[src/rtl/multicycle_control.sv]
// ============================================================================
// Module      : multicycle_control
// Description : Multi-cycle RV32 control FSM (FETCH/DECODE/EXEC/MEM/WB/TRAP)
//               with memory handshakes, timeout/illegal traps and instret.
// Revision    : 1.0 - initial release
// ============================================================================
`default_nettype none

module multicycle_control #(
    parameter int MEM_TIMEOUT = 16,
    parameter int CNT_W       = 32,
    parameter bit EN_JUMPS    = 1'b1
) (
    input  logic             clk,
    input  logic             rst_n,
    input  logic [6:0]       opcode,
    input  logic             imem_ready,
    input  logic             dmem_ready,
    input  logic             trap_clear,
    output logic             imem_req,
    output logic             dmem_req,
    output logic             ir_write,
    output logic             pc_write,
    output logic             pc_write_cond,
    output logic [1:0]       pc_src,
    output logic             reg_write,
    output logic             mem_read,
    output logic             mem_write,
    output logic [1:0]       wb_sel,
    output logic             alu_src_a,
    output logic             alu_src_b,
    output logic             trap,
    output logic [1:0]       trap_cause,
    output logic [CNT_W-1:0] instret
);

    localparam logic [2:0] c_S_FETCH  = 3'd0;
    localparam logic [2:0] c_S_DECODE = 3'd1;
    localparam logic [2:0] c_S_EXEC   = 3'd2;
    localparam logic [2:0] c_S_MEM    = 3'd3;
    localparam logic [2:0] c_S_WB     = 3'd4;
    localparam logic [2:0] c_S_TRAP   = 3'd5;

    localparam logic [3:0] c_CL_NOP   = 4'd0;
    localparam logic [3:0] c_CL_R     = 4'd1;
    localparam logic [3:0] c_CL_I     = 4'd2;
    localparam logic [3:0] c_CL_LW    = 4'd3;
    localparam logic [3:0] c_CL_SW    = 4'd4;
    localparam logic [3:0] c_CL_LUI   = 4'd5;
    localparam logic [3:0] c_CL_AUIPC = 4'd6;
    localparam logic [3:0] c_CL_BR    = 4'd7;
    localparam logic [3:0] c_CL_JAL   = 4'd8;
    localparam logic [3:0] c_CL_JALR  = 4'd9;
    localparam logic [3:0] c_CL_ILL   = 4'd10;

    localparam logic [6:0] c_OP_R     = 7'b0110011;
    localparam logic [6:0] c_OP_I     = 7'b0010011;
    localparam logic [6:0] c_OP_LW    = 7'b0000011;
    localparam logic [6:0] c_OP_SW    = 7'b0100011;
    localparam logic [6:0] c_OP_LUI   = 7'b0110111;
    localparam logic [6:0] c_OP_AUIPC = 7'b0010111;
    localparam logic [6:0] c_OP_BR    = 7'b1100011;
    localparam logic [6:0] c_OP_JAL   = 7'b1101111;
    localparam logic [6:0] c_OP_JALR  = 7'b1100111;

    localparam logic [1:0] c_CAUSE_NONE = 2'd0;
    localparam logic [1:0] c_CAUSE_ILL  = 2'd1;
    localparam logic [1:0] c_CAUSE_IMEM = 2'd2;
    localparam logic [1:0] c_CAUSE_DMEM = 2'd3;

    localparam int c_WAIT_W = (MEM_TIMEOUT > 1) ? $clog2(MEM_TIMEOUT) : 1;

    logic             r_run;
    logic [2:0]       r_state;
    logic [2:0]       w_state_nxt;
    logic [3:0]       r_class;
    logic [3:0]       w_dec_class;
    logic [1:0]       r_trap_cause;
    logic [1:0]       w_cause_nxt;
    logic [CNT_W-1:0] r_instret;
    logic             w_retire;
    logic             w_req_wait;
    logic             w_timeout;

    // r_run keeps every strobe low until the first edge after reset release.
    always_comb begin
        w_dec_class = c_CL_ILL;
        case (opcode)
            c_OP_R:     w_dec_class = c_CL_R;
            c_OP_I:     w_dec_class = c_CL_I;
            c_OP_LW:    w_dec_class = c_CL_LW;
            c_OP_SW:    w_dec_class = c_CL_SW;
            c_OP_LUI:   w_dec_class = c_CL_LUI;
            c_OP_AUIPC: w_dec_class = EN_JUMPS ? c_CL_AUIPC : c_CL_ILL;
            c_OP_BR:    w_dec_class = EN_JUMPS ? c_CL_BR    : c_CL_ILL;
            c_OP_JAL:   w_dec_class = EN_JUMPS ? c_CL_JAL   : c_CL_ILL;
            c_OP_JALR:  w_dec_class = EN_JUMPS ? c_CL_JALR  : c_CL_ILL;
            default:    w_dec_class = c_CL_ILL;
        endcase
    end

    assign w_req_wait = r_run &&
                        (((r_state == c_S_FETCH) && !imem_ready) ||
                         ((r_state == c_S_MEM)   && !dmem_ready));

    generate
        if (MEM_TIMEOUT > 0) begin : g_timeout
            localparam logic [c_WAIT_W-1:0] c_WAIT_LAST = c_WAIT_W'(MEM_TIMEOUT - 1);
            logic [c_WAIT_W-1:0] r_wait_cnt;

            assign w_timeout = w_req_wait && (r_wait_cnt == c_WAIT_LAST);

            always_ff @(posedge clk or negedge rst_n) begin
                if (!rst_n) begin
                    r_wait_cnt <= '0;
                end else if (w_req_wait && !w_timeout) begin
                    r_wait_cnt <= r_wait_cnt + 1'b1;
                end else begin
                    r_wait_cnt <= '0;
                end
            end
        end else begin : g_no_timeout
            assign w_timeout = 1'b0;
        end
    endgenerate

    // A ready in the same cycle as the timeout limit completes the transfer.
    always_comb begin
        w_state_nxt = r_state;
        w_cause_nxt = r_trap_cause;
        w_retire    = 1'b0;
        if (r_run) begin
            case (r_state)
                c_S_FETCH: begin
                    if (imem_ready) begin
                        w_state_nxt = c_S_DECODE;
                    end else if (w_timeout) begin
                        w_state_nxt = c_S_TRAP;
                        w_cause_nxt = c_CAUSE_IMEM;
                    end
                end
                c_S_DECODE: begin
                    if (w_dec_class == c_CL_ILL) begin
                        w_state_nxt = c_S_TRAP;
                        w_cause_nxt = c_CAUSE_ILL;
                    end else begin
                        w_state_nxt = c_S_EXEC;
                    end
                end
                c_S_EXEC: begin
                    case (r_class)
                        c_CL_BR: begin
                            w_state_nxt = c_S_FETCH;
                            w_retire    = 1'b1;
                        end
                        c_CL_LW, c_CL_SW: w_state_nxt = c_S_MEM;
                        default:          w_state_nxt = c_S_WB;
                    endcase
                end
                c_S_MEM: begin
                    if (dmem_ready) begin
                        if (r_class == c_CL_SW) begin
                            w_state_nxt = c_S_FETCH;
                            w_retire    = 1'b1;
                        end else begin
                            w_state_nxt = c_S_WB;
                        end
                    end else if (w_timeout) begin
                        w_state_nxt = c_S_TRAP;
                        w_cause_nxt = c_CAUSE_DMEM;
                    end
                end
                c_S_WB: begin
                    w_state_nxt = c_S_FETCH;
                    w_retire    = 1'b1;
                end
                c_S_TRAP: begin
                    if (trap_clear) begin
                        w_state_nxt = c_S_FETCH;
                        w_cause_nxt = c_CAUSE_NONE;
                    end
                end
                default: w_state_nxt = c_S_FETCH;
            endcase
        end
    end

    always_ff @(posedge clk or negedge rst_n) begin
        if (!rst_n) begin
            r_run        <= 1'b0;
            r_state      <= c_S_FETCH;
            r_class      <= c_CL_NOP;
            r_trap_cause <= c_CAUSE_NONE;
            r_instret    <= '0;
        end else begin
            r_run        <= 1'b1;
            r_state      <= w_state_nxt;
            r_trap_cause <= w_cause_nxt;
            if (r_run && (r_state == c_S_DECODE)) begin
                r_class <= w_dec_class;
            end
            if (w_retire) begin
                r_instret <= r_instret + 1'b1;
            end
        end
    end

    always_comb begin
        imem_req      = 1'b0;
        dmem_req      = 1'b0;
        ir_write      = 1'b0;
        pc_write      = 1'b0;
        pc_write_cond = 1'b0;
        pc_src        = 2'd0;
        reg_write     = 1'b0;
        mem_read      = 1'b0;
        mem_write     = 1'b0;
        wb_sel        = 2'd0;
        alu_src_a     = 1'b0;
        alu_src_b     = 1'b0;
        trap          = 1'b0;
        if (r_run) begin
            case (r_state)
                c_S_FETCH: begin
                    imem_req = 1'b1;
                    if (imem_ready) begin
                        ir_write = 1'b1;
                        pc_write = 1'b1;
                    end
                end
                c_S_EXEC: begin
                    case (r_class)
                        c_CL_I, c_CL_LW, c_CL_SW: alu_src_b = 1'b1;
                        c_CL_AUIPC: begin
                            alu_src_a = 1'b1;
                            alu_src_b = 1'b1;
                        end
                        c_CL_BR: begin
                            pc_write_cond = 1'b1;
                            pc_src        = 2'd1;
                        end
                        c_CL_JAL: begin
                            pc_write = 1'b1;
                            pc_src   = 2'd1;
                        end
                        c_CL_JALR: begin
                            pc_write  = 1'b1;
                            pc_src    = 2'd2;
                            alu_src_b = 1'b1;
                        end
                        default: ;
                    endcase
                end
                c_S_MEM: begin
                    dmem_req  = 1'b1;
                    mem_read  = (r_class == c_CL_LW);
                    mem_write = (r_class == c_CL_SW);
                end
                c_S_WB: begin
                    reg_write = 1'b1;
                    case (r_class)
                        c_CL_LW:            wb_sel = 2'd1;
                        c_CL_JAL, c_CL_JALR: wb_sel = 2'd2;
                        c_CL_LUI:           wb_sel = 2'd3;
                        default:            wb_sel = 2'd0;
                    endcase
                end
                c_S_TRAP: trap = 1'b1;
                default: ;
            endcase
        end
    end

    assign trap_cause = r_trap_cause;
    assign instret    = r_instret;

endmodule

`default_nettype wire
[config.mk]
export PLATFORM = sky130hd
export DESIGN_NAME = multicycle_control
export DESIGN_NICKNAME = d
export VERILOG_FILES = /design/src/rtl/multicycle_control.sv
export SDC_FILE = /design/constraint.sdc
export NUM_CORES = 1
export LEC_CHECK = 0
export BUFFER_PORTS_ARGS = -buffer_cell sky130_fd_sc_hd__buf_4
export CORE_MARGIN = 1
export CORE_UTILIZATION = 35
export DETAILED_ROUTE_END_ITERATION = 6
export GPL_TIMING_DRIVEN = 0
export PLACE_DENSITY = 0.64
export SYNTH_ARGS = -nofsm -noshare
export SYNTH_HDL_FRONTEND = slang
export SYNTH_SLANG_ARGS = --single-unit
[constraint.sdc]
create_clock -name clk -period 5 [get_ports clk]
set_clock_uncertainty 0.15 [all_clocks]
set_input_delay 1 -clock clk [delete_from_list [all_inputs] [get_ports clk]]
set_output_delay 1 -clock clk [all_outputs]
set_load 0.01 [all_outputs]
Yosys cells after proc, flatten, opt, wreduce, memory -nomap -nowiden
Cells that the tools add are included.

operators by class
  equal/unequal tests = 30
  muxes and demuxes = 54
  reductions and logical operators = 18
  $add $sub $neg = 2

operator list
  operator               number
  $pmux 4 s9             1
  $add 32x1->32 const B  1
  $mux 1                 29
  $eq 7x6->1 const B     3
  $eq 7x7->1 const B     3
  $mux 2                 10
  $mux 3                 6
  $eq 4x3->1 const B     4
  $eq 4x4->1 const B     4
  $pmux 3 s5             1
  $eq 7x5->1 const B     2
  $ne 2x2->1 const B     6
  $eq 4x2->1 const B     2
  $pmux 2 s4             1
  $reduce_and 8->1       1
  $eq 7x2->1 const B     1
  $eq 3x2->1 const B     2
  $eq 3x3->1 const B     2
  $logic_and 1x1->1      6
  $pmux 2 s3             1
  $pmux 3 s2             1
  $reduce_or 2->1        3
  $reduce_or 5->1        1
  $add 4x1->4 const B    1
  other kinds (10)       12

storage, ports and cells
  bits of input ports = 12
  output and inout bits = 49
  register bits after elaboration = 46

Logic depth before layout (Yosys ltp)
Gate-level depths: netlist of the first run.

  word-level depth = 8
  gate-level depth with buffers = 8
  mapped depth without buffers = 6

Least setup slack after synthesis of the first run
Ideal clock, no wire load.

  path kind = input-to-output
  from = in imem_ready
  to = out pc_write
  slack = 2.379 ns
  stages = 2
  data arrival time = 1.471 ns
  cells stage by stage = and3_1 > or2_2

between the ends
  word-level cells in the longest chain between the ends = 3

ends and longest elaborated chain
  what         RTL line  source
  from (decl)  17        input logic imem_ready,
  $mux 1       226       if (imem_ready) begin
  $pmux 1 s2   223       case (r_state)
  $mux 1       222       if (r_run) begin
  to (decl)    23        output logic pc_write,

Every way passes these cells.

Worst setup path after layout of the first run
  from = reg r_state[2]
  to = out pc_write_cond

between the ends
  word-level cells in the longest chain between the ends = 3

ends and longest elaborated chain
  what                    RTL line  source
  from (decl)             74        logic [2:0] r_state;
  from (signal assigned)  191       r_state <= c_S_FETCH;
  from (signal assigned)  197       r_state <= w_state_nxt;
  $eq 3x2->1              223
  $mux 1                  223
  $mux 1                  222
  to (decl)               24        output logic pc_write_cond,

Every way passes these cells.

==> results.yml, run 1 <==
setup_path:
  crit_chain: "nand4bb_1 -> or2_2 -> clkbuf_1 -> inv_1 -> buf_4"
  worstPathMaxFanout: 6
  end_kind: "primary output"
  cp.required_ps: 3850
  slowest_stage: "dfrtp_1"
  cpPeakStageDelay_ps: 420
  worst-setup-path-type: "reg2out"
  start_kind: "flip-flop"
  crit_arrival_ps: 1920
  cp_top_family: "simple AND/OR/NAND/NOR gates"
  cp.buffers_inverters: 3
sta:
  final-setup-viol-count: 0
  slew_headroom_pct: 54.7
  rsz0062_at_grt: "false"
  fmax_ghz: 0.326
  finalHoldViolCount: 0
  timing.setup.tns_ps: 0
  post-route-min-period_ps: 3070
  layout_setup_ws_ps: 1930
  fin_crit_sh_pct: 61.4
  tightest_slew_ps: 669
  maxSlewViolCount: 0
global_routing:
  grt_max_degree: 47
  overflow: 0
  grt_usage_pct: 16.3
  antenna_found_initial: 0
  grt_pass1_wl_um: 9850
  grt_pass1_vias: 2167
yosys:
  synth_top_area_share_pct: 45.1
  netlist_instances: 263
  synth_cell_types: 50
  ys.flop_type: "dfrtp_1"
  synth_xor_area_share_pct: 11.7
  synth_compound_area_share_pct: 12.4
  yosysMostFrequentCell: "dfrtp_1"
  ys_seq_area_share_pct: 45.1
  syn_avg_cell_area_um2: 9.71
  netlist_top_cells_area: "dfrtp_1, xnor2_1, nand2_1, xor2_1, nand3_1"
  synthTopCellsByCount: "dfrtp_1, xnor2_1, nand2_1"
  synthArstFlopShare_pct: 100
  ys.warnings.count: 0
  synth_top_area_cell: "dfrtp_1"
  synthAdderAreaFrac_pct: 0.980
  synth_area_um2: 2550
  syn-num-nets: 277
  yosys.area_share.simple_pct: 25.5
  synth_edf_count: 0
  synth_mux_area_share_pct: 0.833
  yosys_register_bits: 46
  synth_top_family_by_area: "simple AND/OR/NAND/NOR gates"
power_and_ir_drop:
  power_leakage_nw: 1.49
  peakVddDrop_v: 0.000157
  combPwrFrac_pct: 31.1
  internal-power_w: 0.000651
  power.density_nw_per_um2: 316
  power.switching_w: 0.000362
  pwr-share-seq_pct: 45.2
  p_sw_share_pct: 35.8
  total_power_w: 0.00101
  power_frac_clock_pct: 23.7
clock_tree:
  cts_htree_levels: 2
  cts_sinks: 46
  cts_buffers: 5
  hold_buffers: 0
  cts_setup_buffers: 0
  clk_pin_slew_ps: 90
  cts_tree: "done"
  cts_resized: 0
  clkLatencyLatePin_ps: 310
  cts_buffer_depth: 2
  root_buffer: "clkbuf_8"
route:
  ant_nets: 0
  routed_via_density: 5.22
  wire_per_inst_um: 13.8
  dr.pass1.iters: 4
  drt_iter0_markers: 89
  wirelength_um: 5890
  vias: 2222
  remaining_drc_errors: 0
layout:
  multi_input_area_um2: 1310
  drive_gt1_share_pct: 23.0
  fin_area_um2: 3210
  n_antenna_cell: 0
  seqCellArea_um2: 1150
  num-fill-cells: 677
  area_growth_pct: 25.7
  fin_nets: 343
floorplan:
  num_rows: 30
  start_util_pct: 37.0
  core_area_um2: 6910
  die-area_um2: 7640
  io_pins: 61
  die_x_um: 87.4
  die_h_um: 87.4
placed_design:
  dpl_worst_slack_ps: 2160
  port_buffers: 59
  dp_hpwl_um: 4330
  dpl_cell_area_um2: 3120
  gp_congestion: 0.892
hold_path:
  hold_class: "reg2reg"
run_status:
  outcome: "complete, no violations"
run:
  max_cap_viol_count: 0
power groups by stage:
| stage | Clock, W | Combinational, W | Sequential [W] |
|---|---|---|---|
| 3_3_place_gp | 0 | 0.000312 | 0.000464 |
| 3_5_place_dp | 0 | 0.000315 | 0.000465 |
| 5_1_grt | 0.000258 | 0.000351 | 0.000466 |
| 6_report | 0.000241 | 0.000315 | 0.000458 |
| 2_1_floorplan | 0 | 0.000198 | 0.000467 |
| 4_1_cts | 0.000246 | 0.000316 | 0.000458 |
worst paths after layout:
check	depth (start not counted)	endpoint	startpoint	slack [ps]
min in group asynchronous	1	instret[8]$_DFFE_PN0P_	rst_n	540
min reg2reg	1	g_timeout.r_wait_cnt[0]$_DFF_PN0_	g_timeout.r_wait_cnt[0]$_DFF_PN0_	310
max reg2reg	6	instret[25]$_DFFE_PN0P_	r_run$_DFF_PN0_	2450
min	1	g_timeout.r_wait_cnt[0]$_DFF_PN0_	g_timeout.r_wait_cnt[0]$_DFF_PN0_	310
max in group asynchronous	1	r_state[2]$_DFFE_PN0P_	rst_n	3780
max	5	pc_write_cond	r_state[2]$_DFFE_PN0P_	1930
routing by layer:
| layer | part of all wire (%) | GRT usage, % |
|---|---|---|
| met5 | 0 | 0 |
| met2 | 47 | 27.4 |
| met4 | 0.78 | 4.77 |
| met3 | 4.2 | 2.65 |
| met1 | 49 | 21.5 |
cells in the final DEF, fill, tap and decap left out, drive strengths merged, types with 3 or more instances in the layout:
| cell type | netlist | layout |
|---|---|---|
| and3 | 10 | 10 |
| and4 | 3 | 3 |
| nor4 | 5 | 5 |
| nor3 | 7 | 7 |
| nor2 | 17 | 17 |
| clkbuf | 8 | 13 |
| o21ai | 6 | 6 |
| xor2 | 9 | 9 |
| xnor2 | 25 | 25 |
| nand2 | 21 | 21 |
| a211oi | 6 | 6 |
| nand4 | 10 | 10 |
| nand2b | 6 | 6 |
| o31ai | 3 | 3 |
| nor2b | 5 | 5 |
| a21oi | 10 | 10 |
| and2 | 3 | 3 |
| inv | 11 | 12 |
| nand3 | 13 | 13 |
| dfrtp | 46 | 46 |
| buf | 2 | 61 |
cells by family (layout without fill, tap and decap cells):
family | Yosys count | count (layout)
compound gates | 41 | 41
xor+xnor | 34 | 34
fa+ha+maj | 2 | 2
buf+inv | 21 | 88
flops | 46 | 46
mux | 2 | 2
other cells | 1 | 1
simple gates | 116 | 116
registers in the layout, summed over array words and instances, names as in the netlist:
signal and count:
r_run 1, trap_cause 2, g_timeout.r_wait_cnt 4, r_class 4, instret 32, r_state 3
area by class of cell:
cell class / count / area share (%)
flip-flops and latches: 46 / 35.9
multi-input cells: 196 / 40.9
well taps: 96 / 3.74
clock buffers: 5 / 2.14
repair buffers: 59 / 13.8
plain buffers: 10 / 1.44
clock inverters: 3 / 0.780
inverters: 11 / 1.29
metrics by stage:
stage / cells / hold WS (ps) / utilization, %
2_1_floorplan: 263 / 280 / -
3_3_place_gp: 418 / 298 / 45.1
3_5_place_dp: 418 / 305 / 45.1
4_1_cts: 426 / 315 / 46.5
5_1_grt: 426 / 333 / 46.5
6_report: 426 / 311 / 46.5
(Power assumes the default switching activity.)
==> run 2: changes to the inputs <==
--- a/config.mk
+++ b/config.mk
@@ -10,7 +10,7 @@
 export CORE_UTILIZATION = 35
 export DETAILED_ROUTE_END_ITERATION = 6
 export GPL_TIMING_DRIVEN = 0
-export PLACE_DENSITY = 0.64
+export PLACE_DENSITY = 0.66
 export SYNTH_ARGS = -nofsm -noshare
 export SYNTH_HDL_FRONTEND = slang
 export SYNTH_SLANG_ARGS = --single-unit
==> constraint.sdc (replaced) <==
create_clock -name clk -period 2.8 [get_ports clk]
set_clock_uncertainty 0.15 [all_clocks]
set_input_delay 0.56 -clock clk [delete_from_list [all_inputs] [get_ports clk]]
set_output_delay 0.56 -clock clk [all_outputs]
set_load 0.01 [all_outputs]
==> run 2 against run 1 <==
Net effect: combinational power increased by 79%; global-route usage fell by 0.23 points; routed wire length down 2.1%; worst hold slack worse by 220 ps; via count is 2.7% lower; highest routed layer unchanged.
==> results.yml, run 2 (same netlist as run 1, synthesis figures left out) <==
sta:
  final-setup-viol-count: 0
  tightest_slew_ps: 681
  timing.setup.tns_ps: 0
  post-route-min-period_ps: 2640
  slew_headroom_pct: 53.9
  rsz0062_at_grt: "false"
  fmax_ghz: 0.378
  maxSlewViolCount: 0
  finalHoldViolCount: 0
  fin_crit_sh_pct: 94.4
power_and_ir_drop:
  pwr-share-seq_pct: 45.2
  combPwrFrac_pct: 31.2
  power_leakage_nw: 1.49
  power.switching_w: 0.000645
  p_sw_share_pct: 35.7
  power.density_nw_per_um2: 563
  peakVddDrop_v: 0.000233
  power_frac_clock_pct: 23.6
  internal-power_w: 0.00116
floorplan:
  io_pins: 61
  core_area_um2: 6910
  start_util_pct: 37.0
  die-area_um2: 7640
  die_h_um: 87.4
  die_x_um: 87.4
  num_rows: 30
layout:
  fin_nets: 343
  area_growth_pct: 25.7
  post-route-util_pct: 46.5
  largest_register_ffs: 32
  layout_commonest_cell: "buf_4"
  drive_gt1_share_pct: 23.0
  n_antenna_cell: 0
  final_cell_mix: "buf_4, dfrtp_1, xnor2_1"
setup_path:
  end_kind: "primary output"
  reg2reg_from: "r_run$_DFF_PN0_"
  rr_worst_depth: 6
  crit_chain: "nand4bb_1 -> or2_2 -> clkbuf_1 -> inv_1 -> buf_4"
  crit_arrival_ps: 1930
  start_kind: "flip-flop"
  rrSetupSlack_ps: 240
  cpPeakStageDelay_ps: 420
  slowest_stage: "dfrtp_1"
  worstPathMaxFanout: 6
  worst-setup-path-type: "reg2out"
  cp.buffers_inverters: 3
  cp.required_ps: 2090
  r2r-end: "instret[27]$_DFFE_PN0P_"
  cp-endpoint: "pc_write_cond"
  crit_start: "r_state[2]$_DFFE_PN0P_"
  cp_top_family: "simple AND/OR/NAND/NOR gates"
  path_depth: 5
run:
  max_cap_viol_count: 0
run_status:
  outcome: "complete, no violations"
clock_tree:
  cts_buffers: 5
  cts_buffer_depth: 2
  cts_setup_buffers: 0
  clk_pin_slew_ps: 90
  root_buffer: "clkbuf_8"
  cts_htree_levels: 2
  cts_tree: "done"
  hold_buffers: 0
  cts_resized: 0
  cts_sinks: 46
  clkLatencyLatePin_ps: 300
global_routing:
  grt_pass1_wl_um: 9570
  overflow: 0
  antenna_found_initial: 0
  grt_pass1_vias: 2027
  grt_usage_pct: 16.0
  grt_max_degree: 47
route:
  vias: 2163
  wire_per_inst_um: 13.5
  wirelength_um: 5770
  dr.pass1.iters: 4
  drt_iter0_markers: 121
  remaining_drc_errors: 0
  ant_nets: 0
  routed_via_density: 5.08
hold_path:
  hold_class: "in2async"
placed_design:
  gp_congestion: 0.855
  dp_hpwl_um: 4280
  port_buffers: 59
run 2: cell counts in the layout (fill, tap and decap cells not counted):
Identical to the previous run, type by type.
run 2: worst min-delay path by stage:
stage                                              endpoint  cells after the start                              start
after floorplan           g_timeout.r_wait_cnt[0]$_DFF_PN0_                      0                              rst_n
after global placement    g_timeout.r_wait_cnt[0]$_DFF_PN0_                      1  g_timeout.r_wait_cnt[0]$_DFF_PN0_
after detailed placement  g_timeout.r_wait_cnt[0]$_DFF_PN0_                      1  g_timeout.r_wait_cnt[0]$_DFF_PN0_
after CTS                            instret[6]$_DFFE_PN0P_                      1                              rst_n
after global routing                instret[30]$_DFFE_PN0P_                      1                              rst_n
final                               instret[25]$_DFFE_PN0P_                      1                              rst_n
run 2: stage by stage:
step	setup WS, ps	instances	hold slack (ps)	area [um^2]	total power [W]
5_1_grt	28.2	426	145	3210	0.00193
3_5_place_dp	275	418	297	3120	0.00140
6_report	156	426	92.8	3210	0.00181
3_3_place_gp	273	418	297	3120	0.00138
2_1_floorplan	547	263	114	2550	0.00119
4_1_cts	153	426	117	3210	0.00183
run 2: final cells by class:
type / count / area, um^2
clock inverters: 3 / 25.0
flip-flops and latches: 46 / 1150
inverters: 11 / 41.3
well taps: 96 / 120
fillers: 680 / 3700
plain buffers: 10 / 46.3
clock buffers: 5 / 68.8
multi-input cells: 196 / 1310
repair buffers: 59 / 443
run 2: routing by layer:
metal	part of all wire (%)	wire length [um]	global-route usage, %	vias to the layer above
li1	-	-	-	1067
met4	0.74	43	4.92	0
met3	5.3	305	3.79	4
met5	0	0	0	-
met2	48	2770	26.0	67
met1	46	2650	21.2	1025
run 2: power groups by stage:
stage          registers, W  logic, W  clock network (W)
2_1_floorplan      0.000833  0.000354                  0
3_3_place_gp       0.000828  0.000557                  0
3_5_place_dp       0.000828  0.000567                  0
4_1_cts            0.000816  0.000569           0.000446
5_1_grt            0.000832  0.000630           0.000464
6_report           0.000816  0.000564           0.000427
==> run 3: changes to the inputs <==
--- a/config.mk
+++ b/config.mk
@@ -5,7 +5,7 @@
 export SDC_FILE = /design/constraint.sdc
 export NUM_CORES = 1
 export LEC_CHECK = 0
-export BUFFER_PORTS_ARGS = -buffer_cell sky130_fd_sc_hd__buf_4
+export BUFFER_PORTS_ARGS = -buffer_cell sky130_fd_sc_hd__clkbuf_2
 export CORE_MARGIN = 1
 export CORE_UTILIZATION = 35
 export DETAILED_ROUTE_END_ITERATION = 6
==> run 3 against run 2 <==
Net effect: routed wire length down 1.7%; critical path depth unchanged; non-clock buffer count unchanged; via count up 1.2%; highest routed layer unchanged; clock power up 19%; final cell count unchanged; flip-flop and latch count unchanged; combinational power down 6.2%; critical path type unchanged.
==> results.yml, run 3 (same netlist as run 1, synthesis figures left out) <==
global_routing:
  overflow: 0
  grt_max_degree: 47
  grt_usage_pct: 15.7
  grt_pass1_vias: 2001
  grt_pass1_wl_um: 9430
  antenna_found_initial: 0
sta:
  maxSlewViolCount: 0
  rsz0062_at_grt: "false"
  slew_headroom_pct: 22.9
  fmax_ghz: 0.386
  final-setup-viol-count: 0
  timing.setup.tns_ps: 0
  tightest_slew_ps: 1160
  finalHoldViolCount: 0
  fin_crit_sh_pct: 92.6
  post-route-min-period_ps: 2590
  layout_setup_ws_ps: 208
power_and_ir_drop:
  combPwrFrac_pct: 28.6
  power_leakage_nw: 1.46
  power_frac_clock_pct: 27.4
  power.density_nw_per_um2: 601
  p_sw_share_pct: 34.4
  peakVddDrop_v: 0.000283
  power.switching_w: 0.000638
  pwr-share-seq_pct: 44.0
  internal-power_w: 0.00121
clock_tree:
  hold_buffers: 0
  cts_resized: 0
  clk_pin_slew_ps: 90
  cts_sinks: 46
  cts_buffer_depth: 2
  cts_htree_levels: 2
  cts_setup_buffers: 0
  clkLatencyLatePin_ps: 300
  cts_tree: "done"
  root_buffer: "clkbuf_8"
  cts_buffers: 5
run:
  max_cap_viol_count: 0
route:
  routed_via_density: 5.14
  drt_iter0_markers: 88
  m1WireLength_um: 2630
  met3_length_um: 344
  wl_met2_um: 2670
  remaining_drc_errors: 0
  vias: 2189
  wire_per_inst_um: 13.3
  wirelength_um: 5680
  ant_nets: 0
  top_layer: "met4"
  dr.pass1.iters: 5
hold_path:
  hold_class: "reg2reg"
  worstHoldStart: "g_timeout.r_wait_cnt[0]$_DFF_PN0_"
  hold_depth: 1
  worstHoldEndpoint: "g_timeout.r_wait_cnt[0]$_DFF_PN0_"
floorplan:
  start_util_pct: 37.0
  core_area_um2: 6910
  die-area_um2: 7640
  die_x_um: 87.4
  die_h_um: 87.4
  io_pins: 61
  num_rows: 30
layout:
  drive_gt1_share_pct: 23.0
  fin_nets: 343
  final_cell_mix: "clkbuf_2, dfrtp_1, xnor2_1"
  n_antenna_cell: 0
  layout_commonest_cell: "clkbuf_2"
  largest_register_ffs: 32
  area_growth_pct: 20.7
  fin_area_um2: 3080
  layout.cells.non_filler: 426
run_status:
  outcome: "complete, no violations"
setup_path:
  rrSetupSlack_ps: 260
  cpPeakStageDelay_ps: 420
  crit_chain: "nand4bb_1 -> or2_2 -> clkbuf_1 -> inv_1 -> clkbuf_2"
  rr_worst_depth: 6
  cp.required_ps: 2090
  reg2reg_from: "r_run$_DFF_PN0_"
  start_kind: "flip-flop"
  end_kind: "primary output"
  slowest_stage: "dfrtp_1"
  worstPathMaxFanout: 6
  crit_arrival_ps: 1880
  r2r-end: "instret[25]$_DFFE_PN0P_"
  worst-setup-path-type: "reg2out"
placed_design:
  gp_congestion: 0.848
  placed_cells: 418
  dpl_cell_area_um2: 2970
  dp_hpwl_um: 4210
  port_buffers: 59
  dpl_worst_slack_ps: 286
run 3: changes by cell type in the layout (fill, tap and decap cells not counted), sizes merged:
cell / previous run / this run
buf: 61 / 2
bufinv: 0 / 1
clkbuf: 13 / 72
clkinvlp: 1 / 0
run 3: how the worst max path moves through the flow:
stage / start / end / slack [ps] / depth (start not counted)
6_report: r_state[2]$_DFFE_PN0P_ / pc_write_cond / 210 / 5
5_1_grt: r_run$_DFF_PN0_ / instret[25]$_DFFE_PN0P_ / 80 / 6
4_1_cts: r_state[2]$_DFFE_PN0P_ / pc_write_cond / 180 / 5
3_5_place_dp: r_class[3]$_DFFE_PN0P_ / instret[25]$_DFFE_PN0P_ / 290 / 6
3_3_place_gp: r_run$_DFF_PN0_ / instret[27]$_DFFE_PN0P_ / 210 / 6
2_1_floorplan: r_class[0]$_DFFE_PN0P_ / instret[27]$_DFFE_PN0P_ / 550 / 6
run 3: metrics by stage:
step | util, % | power, W | hold WS (ps)
CTS | 44.6 | 0.00187 | 317
floorplan | - | 0.00119 | 114
detailed placement | 43.0 | 0.00136 | 305
global placement | 43.0 | 0.00135 | 299
global route | 44.6 | 0.00198 | 350
finish | 44.6 | 0.00185 | 316
run 3: power by group through the flow:
stage | sequential [W] | combinational [W] | clock [W]
after floorplan | 0.000833 | 0.000354 | 0
after global placement | 0.000826 | 0.000523 | 0
after detailed placement | 0.000829 | 0.000530 | 0
after CTS | 0.000816 | 0.000531 | 0.000522
after global routing | 0.000831 | 0.000597 | 0.000550
final | 0.000816 | 0.000529 | 0.000508
run 3: worst max-delay path: cells and delay by family, from the launching register on:
kind	cells	cell delay [ps]
buffers and inverters	3	470
and+or+nand+nor	2	690
DFF	1	420
run 3: per-layer routing:
layer | track usage [%] | vias up
met2 | 26.6 | 66
met3 | 3.32 | 5
li1 | - | 1071
met1 | 20.4 | 1047
met4 | 3.73 | 0
met5 | 0 | -
run 3: area by class of cell:
| type | instances | area (um^2) |
|---|---|---|
| inverters | 11 | 41.3 |
| plain buffers | 10 | 46.3 |
| fillers | 722 | 3830 |
| repair buffers | 59 | 295 |
| clock inverters | 3 | 43.8 |
| multi-input cells | 196 | 1310 |
| clock buffers | 5 | 68.8 |
| well taps | 96 | 120 |
| flip-flops and latches | 46 | 1150 |
